**src/rtl/mem_arbiter.sv**
```systemverilog
// mem_arbiter: serializes instruction-fetch (I) and data (D) requests onto one
// single-ported memory. D wins contention, but after STARVE_LIMIT consecutive
// contested D grants the waiting fetch is forced through. Every output is
// registered; each completed access returns a one-cycle ready pulse.
module mem_arbiter #(
  parameter int ADDR_W       = 32,
  parameter int DATA_W       = 32,
  parameter int STARVE_LIMIT = 4
) (
  input  logic              clk,
  input  logic              reset,
  input  logic              i_req,
  input  logic [ADDR_W-1:0] i_addr,
  output logic              i_ready,
  output logic [DATA_W-1:0] i_rdata,
  input  logic              d_req,
  input  logic              d_we,
  input  logic [ADDR_W-1:0] d_addr,
  input  logic [DATA_W-1:0] d_wdata,
  output logic              d_ready,
  output logic [DATA_W-1:0] d_rdata,
  output logic              m_req,
  output logic              m_we,
  output logic [ADDR_W-1:0] m_addr,
  output logic [DATA_W-1:0] m_wdata,
  input  logic              m_ack,
  input  logic [DATA_W-1:0] m_rdata,
  output logic              err
);

  typedef enum logic [1:0] {IDLE, BUSY_I, BUSY_D, RESP} state_t;

  localparam logic [3:0] LIMIT = 4'(STARVE_LIMIT);

  state_t            state, state_n;
  logic [3:0]        starve_cnt, starve_cnt_n;
  logic              m_req_n, m_we_n, i_ready_n, d_ready_n, err_n;
  logic [ADDR_W-1:0] m_addr_n;
  logic [DATA_W-1:0] m_wdata_n, i_rdata_n, d_rdata_n;
  logic              grant_d, grant_i;

  // D wins unless I is also waiting and has already lost LIMIT times in a row.
  always_comb begin
    grant_d = d_req && !(i_req && (starve_cnt == LIMIT));
    grant_i = i_req && !grant_d;
  end

  // Next-state and next-output logic; everything is registered below.
  always_comb begin
    state_n      = state;
    starve_cnt_n = starve_cnt;
    m_req_n      = m_req;
    m_we_n       = m_we;
    m_addr_n     = m_addr;
    m_wdata_n    = m_wdata;
    i_ready_n    = 1'b0;
    d_ready_n    = 1'b0;
    i_rdata_n    = i_rdata;
    d_rdata_n    = d_rdata;
    err_n        = err;
    unique case (state)
      IDLE: begin
        // An ack with no access in flight carries no data; just flag it.
        if (m_ack) err_n = 1'b1;
        if (grant_d) begin
          // Only a contested D grant counts toward starving I.
          if (i_req) starve_cnt_n = starve_cnt + 4'd1;
          m_req_n   = 1'b1;
          m_we_n    = d_we;
          m_addr_n  = d_addr;
          m_wdata_n = d_wdata;
          state_n   = BUSY_D;
        end else if (grant_i) begin
          starve_cnt_n = 4'd0;
          m_req_n      = 1'b1;
          m_we_n       = 1'b0;
          m_addr_n     = i_addr;
          m_wdata_n    = '0;
          state_n      = BUSY_I;
        end
      end
      BUSY_I: begin
        if (m_ack) begin
          m_req_n   = 1'b0;
          m_we_n    = 1'b0;
          i_rdata_n = m_rdata;
          i_ready_n = 1'b1;
          state_n   = RESP;
        end
      end
      BUSY_D: begin
        if (m_ack) begin
          m_req_n   = 1'b0;
          m_we_n    = 1'b0;
          // Stores leave the load result untouched.
          if (!m_we) d_rdata_n = m_rdata;
          d_ready_n = 1'b1;
          state_n   = RESP;
        end
      end
      RESP: begin
        // Gap cycle so the requester can drop or replace its request.
        if (m_ack) err_n = 1'b1;
        state_n = IDLE;
      end
      default: state_n = IDLE;
    endcase
  end

  // State and output registers; reset abandons any in-flight access at once.
  always_ff @(posedge clk or negedge reset) begin
    if (!reset) begin
      state      <= IDLE;
      starve_cnt <= 4'd0;
      m_req      <= 1'b0;
      m_we       <= 1'b0;
      m_addr     <= '0;
      m_wdata    <= '0;
      i_ready    <= 1'b0;
      d_ready    <= 1'b0;
      i_rdata    <= '0;
      d_rdata    <= '0;
      err        <= 1'b0;
    end else begin
      state      <= state_n;
      starve_cnt <= starve_cnt_n;
      m_req      <= m_req_n;
      m_we       <= m_we_n;
      m_addr     <= m_addr_n;
      m_wdata    <= m_wdata_n;
      i_ready    <= i_ready_n;
      d_ready    <= d_ready_n;
      i_rdata    <= i_rdata_n;
      d_rdata    <= d_rdata_n;
      err        <= err_n;
    end
  end

endmodule
```
**config.mk**
```make
export PLATFORM = sky130hd
export DESIGN_NAME = mem_arbiter
export DESIGN_NICKNAME = d
export VERILOG_FILES = /design/src/rtl/mem_arbiter.sv
export SDC_FILE = /design/constraint.sdc
export NUM_CORES = 1
export LEC_CHECK = 0
export BUFFER_PORTS_ARGS = -buffer_cell sky130_fd_sc_hd__buf_2
export CAP_MARGIN = 20
export CORE_MARGIN = 5
export CORE_UTILIZATION = 51
export DETAILED_ROUTE_END_ITERATION = 8
export HOLD_SLACK_MARGIN = 0.02
export PLACE_DENSITY = 0.85
export SLEW_MARGIN = 10
export SYNTH_ARGS = -nofsm -noshare
export SYNTH_HDL_FRONTEND = slang
export SYNTH_SLANG_ARGS = --single-unit
```
**constraint.sdc**
```tcl
create_clock -name clk -period 3 [get_ports clk]
set_input_delay 0 -clock clk [delete_from_list [all_inputs] [get_ports clk]]
set_output_delay 0 -clock clk [all_outputs]
set_load 0.01 [all_outputs]
```
==> results.json, run 1 <==
{
  "status": "finished, final reports clean",
  "critical_path.max_fanout": 35,
  "synth_seq_cells": 139,
  "critPathRequiredTime_ns": 3.27,
  "synth_area_per_cell_um2": 11.75,
  "max_stage_delay_ns": 0.60,
  "leakagePower_nw": 4.665,
  "start_kind": "register",
  "cts_max_path_buffers": 2,
  "synth_common_cells": "dfrtp_1, nand2_1, mux2_2",
  "max_slew_margin_pct": 34.01,
  "synth_edf_count": 0,
  "yosysMostFrequentCell": "dfrtp_1",
  "ff2ff_setup_slack_ns": 0.35,
  "drv_slew": 0,
  "ys_top_cells_by_area": "dfrtp_1, mux2_2, nand2_1",
  "htree_levels": 4,
  "synth_top_cell_by_area": "dfrtp_1",
  "maxCapViolCount": 0,
  "synth_cell_types": 34,
  "max_freq_ghz": 0.3774,
  "power_mw": 9.772,
  "gp_congestion": 0.8527,
  "drt_iter0_drc": 424,
  "numPortBuffers": 266,
  "yosysSeqAreaShare_pct": 57.05,
  "worstPathArrival_ns": 2.92,
  "path_cells": "inv_1 > ha_1 > nand4b_4 > buf_4 > and2_4 > o211ai_2 > dlygate4sd3_1",
  "fill_cells": 651,
  "area.growth.synth_to_final_pct": 53.75,
  "cts_tree": "yes",
  "start_util_pct": 51.40,
  "clk_latency_ns": 0.40,
  "final_cells": 1064,
  "antenna_cells": 0,
  "min_period_ns": 2.650,
  "setup_viol": 0,
  "numCtsBuffers": 17,
  "post-route-cell-area_um2": 9374,
  "wl_um": 20110,
  "cts-root-buf": "clkbuf_16",
  "post-route-util_pct": 79.03,
  "synth_area_um2": 6097,
  "core_um2": 11860,
  "pin_count": 267,
  "cp_num_buf_inv": 3,
  "period_share_pct": 88.33,
  "vias": 5761,
  "drc": 0,
  "critPathKind": "reg2reg",
  "postCtsSetupBuffers": 0,
  "critical_path_cell_count": 7,
  "power.density_nw_per_um2": 1042,
  "whs_ns": 0.1024,
  "routed_via_density": 5.414,
  "worst_pin_slew_ns": 0.9875,
  "drt_pass1_iterations": 4,
  "hold_viol": 0,
  "synth_top_area_share_pct": 57.05,
  "crit_end": "m_addr[26]",
  "cts.sinks": 139,
  "crit_slowest_cell": "dlygate4sd3_1",
  "ir_drop_mv": 0.5157,
  "hold_path.class": "in2async",
  "cts.reportedPaths.clkPinSlew_ns": 0.06,
  "fin_setup_tns_ns": 0,
  "antenna_found_initial": 0,
  "post-place-ws_ns": 0.9174,
  "globalRoute.totalOverflow": 0,
  "dieHeight_um": 119.3,
  "clock_skew_ns": 0.01238,
  "dp_hpwl_um": 11670,
  "grt_pass1_wl_um": 32080,
  "first_global_vias": 6206,
  "die_area_um2": 14240,
  "reg2reg_depth": 7,
  "synthesis.nets": 660,
  "die_w_um": 119.3,
  "grt_max_degree": 117,
  "fin_nets": 1046,
  "rsz0062_at_grt": "false",
  "rows": 40,
  "path_delay_family": "buffers and inverters",
  "cp-startpoint": "starve_cnt[0]",
  "drive_above_1_share_pct": 44.06,
  "synthCells": 519,
  "wire_per_inst_um": 18.90,
  "synthArstFlopShare_pct": 100.0,
  "placedCellCount": 900,
  "r2r-end": "m_addr[26]",
  "r2r_start": "starve_cnt[0]",
  "grtUsageTotal_pct": 28.22,
  "placed_area_um2": 7402,
  "synth-main-ff-cell": "dfrtp_1",
  "synth_warnings": 0,
  "setup_slack_ns": 0.3500,
  "end_kind": "register",
  "ant_nets": 0
}
routing by layer:
layer,wire length (um),track usage (%),vias to the layer above
met5,0,0,-
met4,641,11.52,0
li1,-,-,2567
met3,1514,6.363,55
met2,10840,51.29,328
met1,7110,31.91,2811
cells in the final DEF (no fill, tap or decap), types with 3 or more instances in the layout:
master,count
o211ai_2,30
mux2_2,60
nand4_1,34
ha_1,7
clkinv_4,5
bufinv_16,4
buf_4,7
inv_1,9
dlygate4sd3_1,132
dfrtp_1,139
buf_2,265
o21ai_1,8
clkbuf_16,17
mux2_4,3
o21ai_0,27
nand2_1,135
mux2_1,3
mux2i_1,3
a31oi_1,3
cells by family after synthesis:
family	after synthesis	share of synthesized area (%)
mux	69	12.87
simple gates	180	13.17
compound gates	76	10.49
buf+inv	48	4.986
fa+ha+maj	7	1.436
flops	139	57.05
final cells by class:
cell class,count,area (um2),area share [%]
tap,147,183.9,1.962
clock buffer,17,425.4,4.538
inverter,9,33.78,0.3604
clock inverter,14,197.7,2.109
sequential,139,3478,37.11
multi-input combinational,332,2316,24.71
timing repair buffer,406,2739,29.22
worst min-delay path by stage:
stage	startpoint	endpoint	slack, ns
floorplan	reset	d_rdata[0]	-0.30
global placement	reset	d_rdata[26]	0.20
detailed placement	reset	i_rdata[26]	0.22
CTS	d_req	m_we	0.25
global route	reset	d_rdata[22]	0.13
finish	reset	d_rdata[22]	0.10
report_power, final:
| group | total [mW] | internal, mW | leakage, nW | switching [mW] |
|---|---|---|---|---|
| Combinational | 4.18 | 2.03 | 2.66 | 2.15 |
| Sequential | 3.38 | 2.81 | 1.70 | 0.566 |
| Clock | 2.21 | 1.39 | 0.299 | 0.818 |
registers in the layout (all words and copies together), names as in the netlist:
register	flops
d_rdata	32
starve_cnt	4
err	1
i_rdata	32
i_ready	1
m_we	1
d_ready	1
m_req	1
m_addr	32
m_wdata	32
state	2
repair_timing:
action | in CTS | in global routing
endpoints found under the hold margin | 247 | 0
hold buffers | 132 | 0
gates resized for setup | 0 | 0
Power figures use the tool's default switching activity.
==> inputs of run 2 (changes only) <==
- PLACE_DENSITY: 0.85 -> 0.84
==> run 2 against run 1 <==
- utilization rose by 0.084 points
- clock skew barely moved
- via count rose by 1.9%
- critical path depth did not move
- worst setup slack got worse by 0.085 ns
- critical endpoint is now m_addr[29]
- highest routed layer unchanged
==> results.json, run 2 (synthesized netlist as in run 1, its figures left out) <==
{
  "status": "finished, final reports clean",
  "drt_pass1_iterations": 6,
  "dp_hpwl_um": 12010,
  "power_mw": 9.922,
  "postCtsSetupBuffers": 0,
  "dieHeight_um": 119.3,
  "clock_skew_ns": 0.01231,
  "hold_path.class": "in2reg",
  "fin_setup_tns_ns": 0,
  "numCtsBuffers": 17,
  "drt_iter0_drc": 490,
  "drv_slew": 0,
  "r2r_start": "state[1]",
  "internal_power_mw": 6.342,
  "vias": 5868,
  "ir_drop_mv": 0.6870,
  "pin_count": 267,
  "globalRoute.totalOverflow": 0,
  "power_frac_seq_pct": 34.3,
  "numPortBuffers": 266,
  "area.growth.synth_to_final_pct": 53.91,
  "fill_cells": 658,
  "grtUsageTotal_pct": 29.83,
  "htree_levels": 4,
  "gp_congestion": 0.8655,
  "worstPathArrival_ns": 3.07,
  "grt_max_degree": 105,
  "power.density_nw_per_um2": 1057,
  "switching_power_mw": 3.580,
  "end_kind": "register",
  "min_period_ns": 2.735,
  "post-route-util_pct": 79.11,
  "start_util_pct": 51.40,
  "max_freq_ghz": 0.3657,
  "reg2reg_depth": 7,
  "fin_nets": 1045,
  "layout_common_cells": "buf_2, dfrtp_1, nand2_1, dlygate4sd3_1, mux2_2",
  "drive_above_1_share_pct": 44.00,
  "layout_commonest_cell": "buf_2",
  "r2r-end": "m_addr[29]",
  "final_cells": 1064,
  "critical_path.max_fanout": 38,
  "maxCapViolCount": 0,
  "setup_viol": 0,
  "critPathRequiredTime_ns": 3.34,
  "path_cells": "inv_1 > ha_2 > o21a_2 > buf_12 > nand2_1 > o211ai_2 > dlygate4sd3_1",
  "core_um2": 11860,
  "wl_um": 21090,
  "hold_viol": 0,
  "rows": 40,
  "ant_nets": 0,
  "ff2ff_setup_slack_ns": 0.27,
  "min_to": "m_we",
  "placedCellCount": 900,
  "drc": 0,
  "cts.reportedPaths.clkPinSlew_ns": 0.06,
  "rsz0062_at_grt": "false",
  "switching_share_pct": 36.08,
  "max_stage_delay_ns": 0.59,
  "wire_per_inst_um": 19.82,
  "routed_via_density": 5.515,
  "cts_max_path_buffers": 2,
  "crit_slowest_cell": "dlygate4sd3_1",
  "start_kind": "register",
  "pwr-share-clk_pct": 23.0,
  "die_w_um": 119.3,
  "p_comb_share_pct": 42.8,
  "clk_latency_ns": 0.41,
  "min_path_cells": 3,
  "worstHoldStart": "d_req",
  "grt_pass1_wl_um": 33820,
  "cts_tree": "yes",
  "cts.sinks": 139,
  "die_area_um2": 14240,
  "leakagePower_nw": 4.668,
  "antenna_found_initial": 1,
  "cts-root-buf": "clkbuf_16",
  "critPathKind": "reg2reg",
  "period_share_pct": 91.16,
  "worst_pin_slew_ns": 0.9776,
  "max_slew_margin_pct": 34.58,
  "first_global_vias": 6415
}
## run 2: per-layer routing
| layer | vias up | wire (um) | GRT usage [%] | share of wire, % |
|---|---|---|---|---|
| li1 | 2570 | - | - | - |
| met2 | 385 | 10980 | 54.19 | 52 |
| met1 | 2854 | 7746 | 33.81 | 37 |
| met4 | 0 | 674 | 11.45 | 3.2 |
| met5 | - | 0 | 0 | 0 |
| met3 | 59 | 1682 | 7.075 | 8.0 |
## run 2: worst max-delay path by stage
stage               slack, ns          end  depth (start not counted)     start
floorplan                1.37        m_req                          5  state[0]
global placement         0.80  m_wdata[28]                          6  state[0]
detailed placement       0.60  m_wdata[18]                          6  state[1]
CTS                      0.13   m_addr[29]                          7  state[1]
global route             0.13   m_addr[29]                          7  state[1]
finish                   0.27   m_addr[29]                          7  state[1]
## run 2: power groups by stage
stage | sequential (mW) | combinational, mW | clock [mW]
finish | 3.40 | 4.24 | 2.28
CTS | 3.34 | 4.10 | 2.29
global placement | 3.30 | 3.44 | 0
floorplan | 3.71 | 1.76 | 0
global route | 3.49 | 4.57 | 2.39
detailed placement | 3.35 | 3.60 | 0
## run 2: critical path: cells and delay by family (launching register included)
kind,cells,cell delay [ns]
buf+inv,3,0.99
flops,1,0.40
fa+ha+maj,1,0.44
compound gates,2,0.72
simple gates,1,0.10
## run 2: stage by stage
step | hold slack, ns | worst slack, ns | area (um2)
final | 0.2811 | 0.2653 | 9384
after global routing | 0.2875 | 0.1297 | 9384
after global placement | 0.1591 | 0.7987 | 7415
after detailed placement | 0.1904 | 0.6001 | 7415
after CTS | 0.2342 | 0.1342 | 9379
after floorplan | -0.2956 | 1.374 | 6097
## run 2: timing repair
| item | 4_1_cts | 5_1_grt |
|---|---|---|
| hold buffers | 132 | 0 |
| setup endpoints to repair | 0 | 32 |
| hold endpoints to repair | 236 | 0 |
| gates resized for setup | 0 | 1 |
## run 2: layout make-up
class | count | area (um2) | share of cell area, %
timing repair buffer | 405 | 2724 | 29.03
clock inverter | 9 | 158.9 | 1.693
multi-input combinational | 332 | 2318 | 24.71
inverter | 9 | 33.78 | 0.3600
antenna | 1 | 2.502 | 0.02667
clock buffer | 22 | 484.2 | 5.160
sequential | 139 | 3478 | 37.07
tap | 147 | 183.9 | 1.960
==> inputs of run 3 (changes only) <==
- CORE_UTILIZATION: 51 -> 48
- PLACE_DENSITY: 0.84 -> 0.8
- clock period: 3 -> 2.8 ns (I/O delays scaled with it)
==> run 3 against run 2 <==
- sequential power rose by 6.5%
- critical endpoint unchanged
- clock-buffer cell count fell by 4
- combinational power rose by 5.0%
- largest power group unchanged
- hold slack got worse by 0.084 ns
- critical path type unchanged
==> results.json, run 3 (synthesized netlist as in run 1, its figures left out) <==
{
  "layout_commonest_cell": "buf_2",
  "worstPathArrival_ns": 2.94,
  "globalRoute.totalOverflow": 0,
  "pin_count": 267,
  "ir_drop_mv": 0.4873,
  "cts_tree": "yes",
  "power.density_nw_per_um2": 1110,
  "start_kind": "register",
  "die_w_um": 122.7,
  "period_share_pct": 92.69,
  "drive_above_1_share_pct": 44.06,
  "clk_latency_ns": 0.41,
  "ant_nets": 0,
  "worst_pin_slew_ns": 0.8274,
  "dp_hpwl_um": 11940,
  "cts.sinks": 139,
  "ff2ff_setup_slack_ns": 0.20,
  "drt_iter0_drc": 394,
  "path_common_cell": "buf_4",
  "antenna_found_initial": 0,
  "drt_pass1_iterations": 6,
  "area.growth.synth_to_final_pct": 54.63,
  "htree_levels": 4,
  "vias": 5667,
  "grtUsageTotal_pct": 26.39,
  "critical_path.max_fanout": 64,
  "cts_max_path_buffers": 2,
  "crit_slowest_cell": "buf_4",
  "max_freq_ghz": 0.3853,
  "final_cells": 1090,
  "wl_um": 19630,
  "grt_max_degree": 80,
  "layout_common_cells": "buf_2, dfrtp_1, nand2_1, dlygate4sd3_1, mux2_2",
  "leakagePower_nw": 4.673,
  "dieHeight_um": 122.7,
  "numPortBuffers": 266,
  "critPathKind": "reg2reg",
  "first_global_vias": 6034,
  "routed_via_density": 5.199,
  "rows": 41,
  "placed_area_um2": 7471,
  "max_slew_margin_pct": 44.65,
  "status": "finished, final reports clean",
  "max_stage_delay_ns": 0.56,
  "path_cells": "inv_1 > ha_1 > buf_4 > o21ai_4 > buf_4 > nand2_1 > o211ai_2 > dlygate4sd3_1",
  "post-route-util_pct": 75.32,
  "end_kind": "register",
  "wire_per_inst_um": 18.01,
  "grt_pass1_wl_um": 30950,
  "fin_nets": 1045,
  "post-route-cell-area_um2": 9428,
  "maxCapViolCount": 0,
  "clock_skew_ns": 0.01407,
  "setup_viol": 0,
  "drv_slew": 0,
  "critPathRequiredTime_ns": 3.14,
  "rsz0062_at_grt": "false",
  "hold_path.class": "in2async",
  "cts_resized": 0,
  "cts-root-buf": "clkbuf_16",
  "start_util_pct": 48.71,
  "placedCellCount": 925,
  "die_area_um2": 15060,
  "fin_setup_tns_ns": 0,
  "gp_congestion": 0.7984,
  "hold_viol": 0,
  "min_period_ns": 2.595,
  "cts.reportedPaths.clkPinSlew_ns": 0.06,
  "drc": 0,
  "numCtsBuffers": 17,
  "core_um2": 12520
}
[run 3: final timing paths]
kind	startpoint	endpoint	cells after the start
min reg2reg	err	err	1
max	state[0]	m_addr[29]	8
min in group clk	d_req	m_we	3
max reg2reg	state[0]	m_addr[29]	8
min	reset	m_addr[21]	2
max in group asynchronous	reset	m_wdata[27]	3
[run 3: final cells by class]
class / count / area [um2]
flip-flops and latches: 139 / 3478
fillers: 789 / 3089
repair buffers: 405 / 2749
multi-input cells: 332 / 2316
clock buffers: 18 / 439.2
well taps: 172 / 215.2
clock inverters: 14 / 193.9
inverters: 9 / 33.78
diodes: 1 / 2.502
[run 3: repair_timing]
action                    4_1_cts  5_1_grt
buffers inserted                0        0
hold buffers                  132        0
hold endpoints to repair      212        0
[run 3: routing by layer]
layer / track usage (%) / part of all wire [%] / wire [um]
met1: 30.99 / 38 / 7413
met2: 45.64 / 50 / 9912
met3: 7.880 / 9.5 / 1872
met4: 9.797 / 2.2 / 435
met5: 0 / 0 / 0
[run 3: power breakdown]
part	leakage (nW)	switching, mW	internal [mW]
Clock	0.307	0.869	1.52
Sequential	1.70	0.609	3.01
Combinational	2.66	2.26	2.19
Total	4.67	3.74	6.72
[run 3: critical path: cells and delay by family, from the launching register on]
family | cells | cell delay [ns]
fa+ha+maj | 1 | 0.23
simple gates | 1 | 0.20
compound gates | 2 | 0.18
flops | 1 | 0.40
buf+inv | 4 | 1.50
[run 3: per-stage QoR]
stage	power (mW)	setup slack (ns)	hold WS, ns
floorplan	5.871	1.174	-0.2956
global placement	7.237	0.8633	0.07750
detailed placement	7.470	0.7757	0.09355
CTS	10.42	0.2340	0.2166
global route	11.08	0.07324	0.2537
finish	10.46	0.2048	0.1973
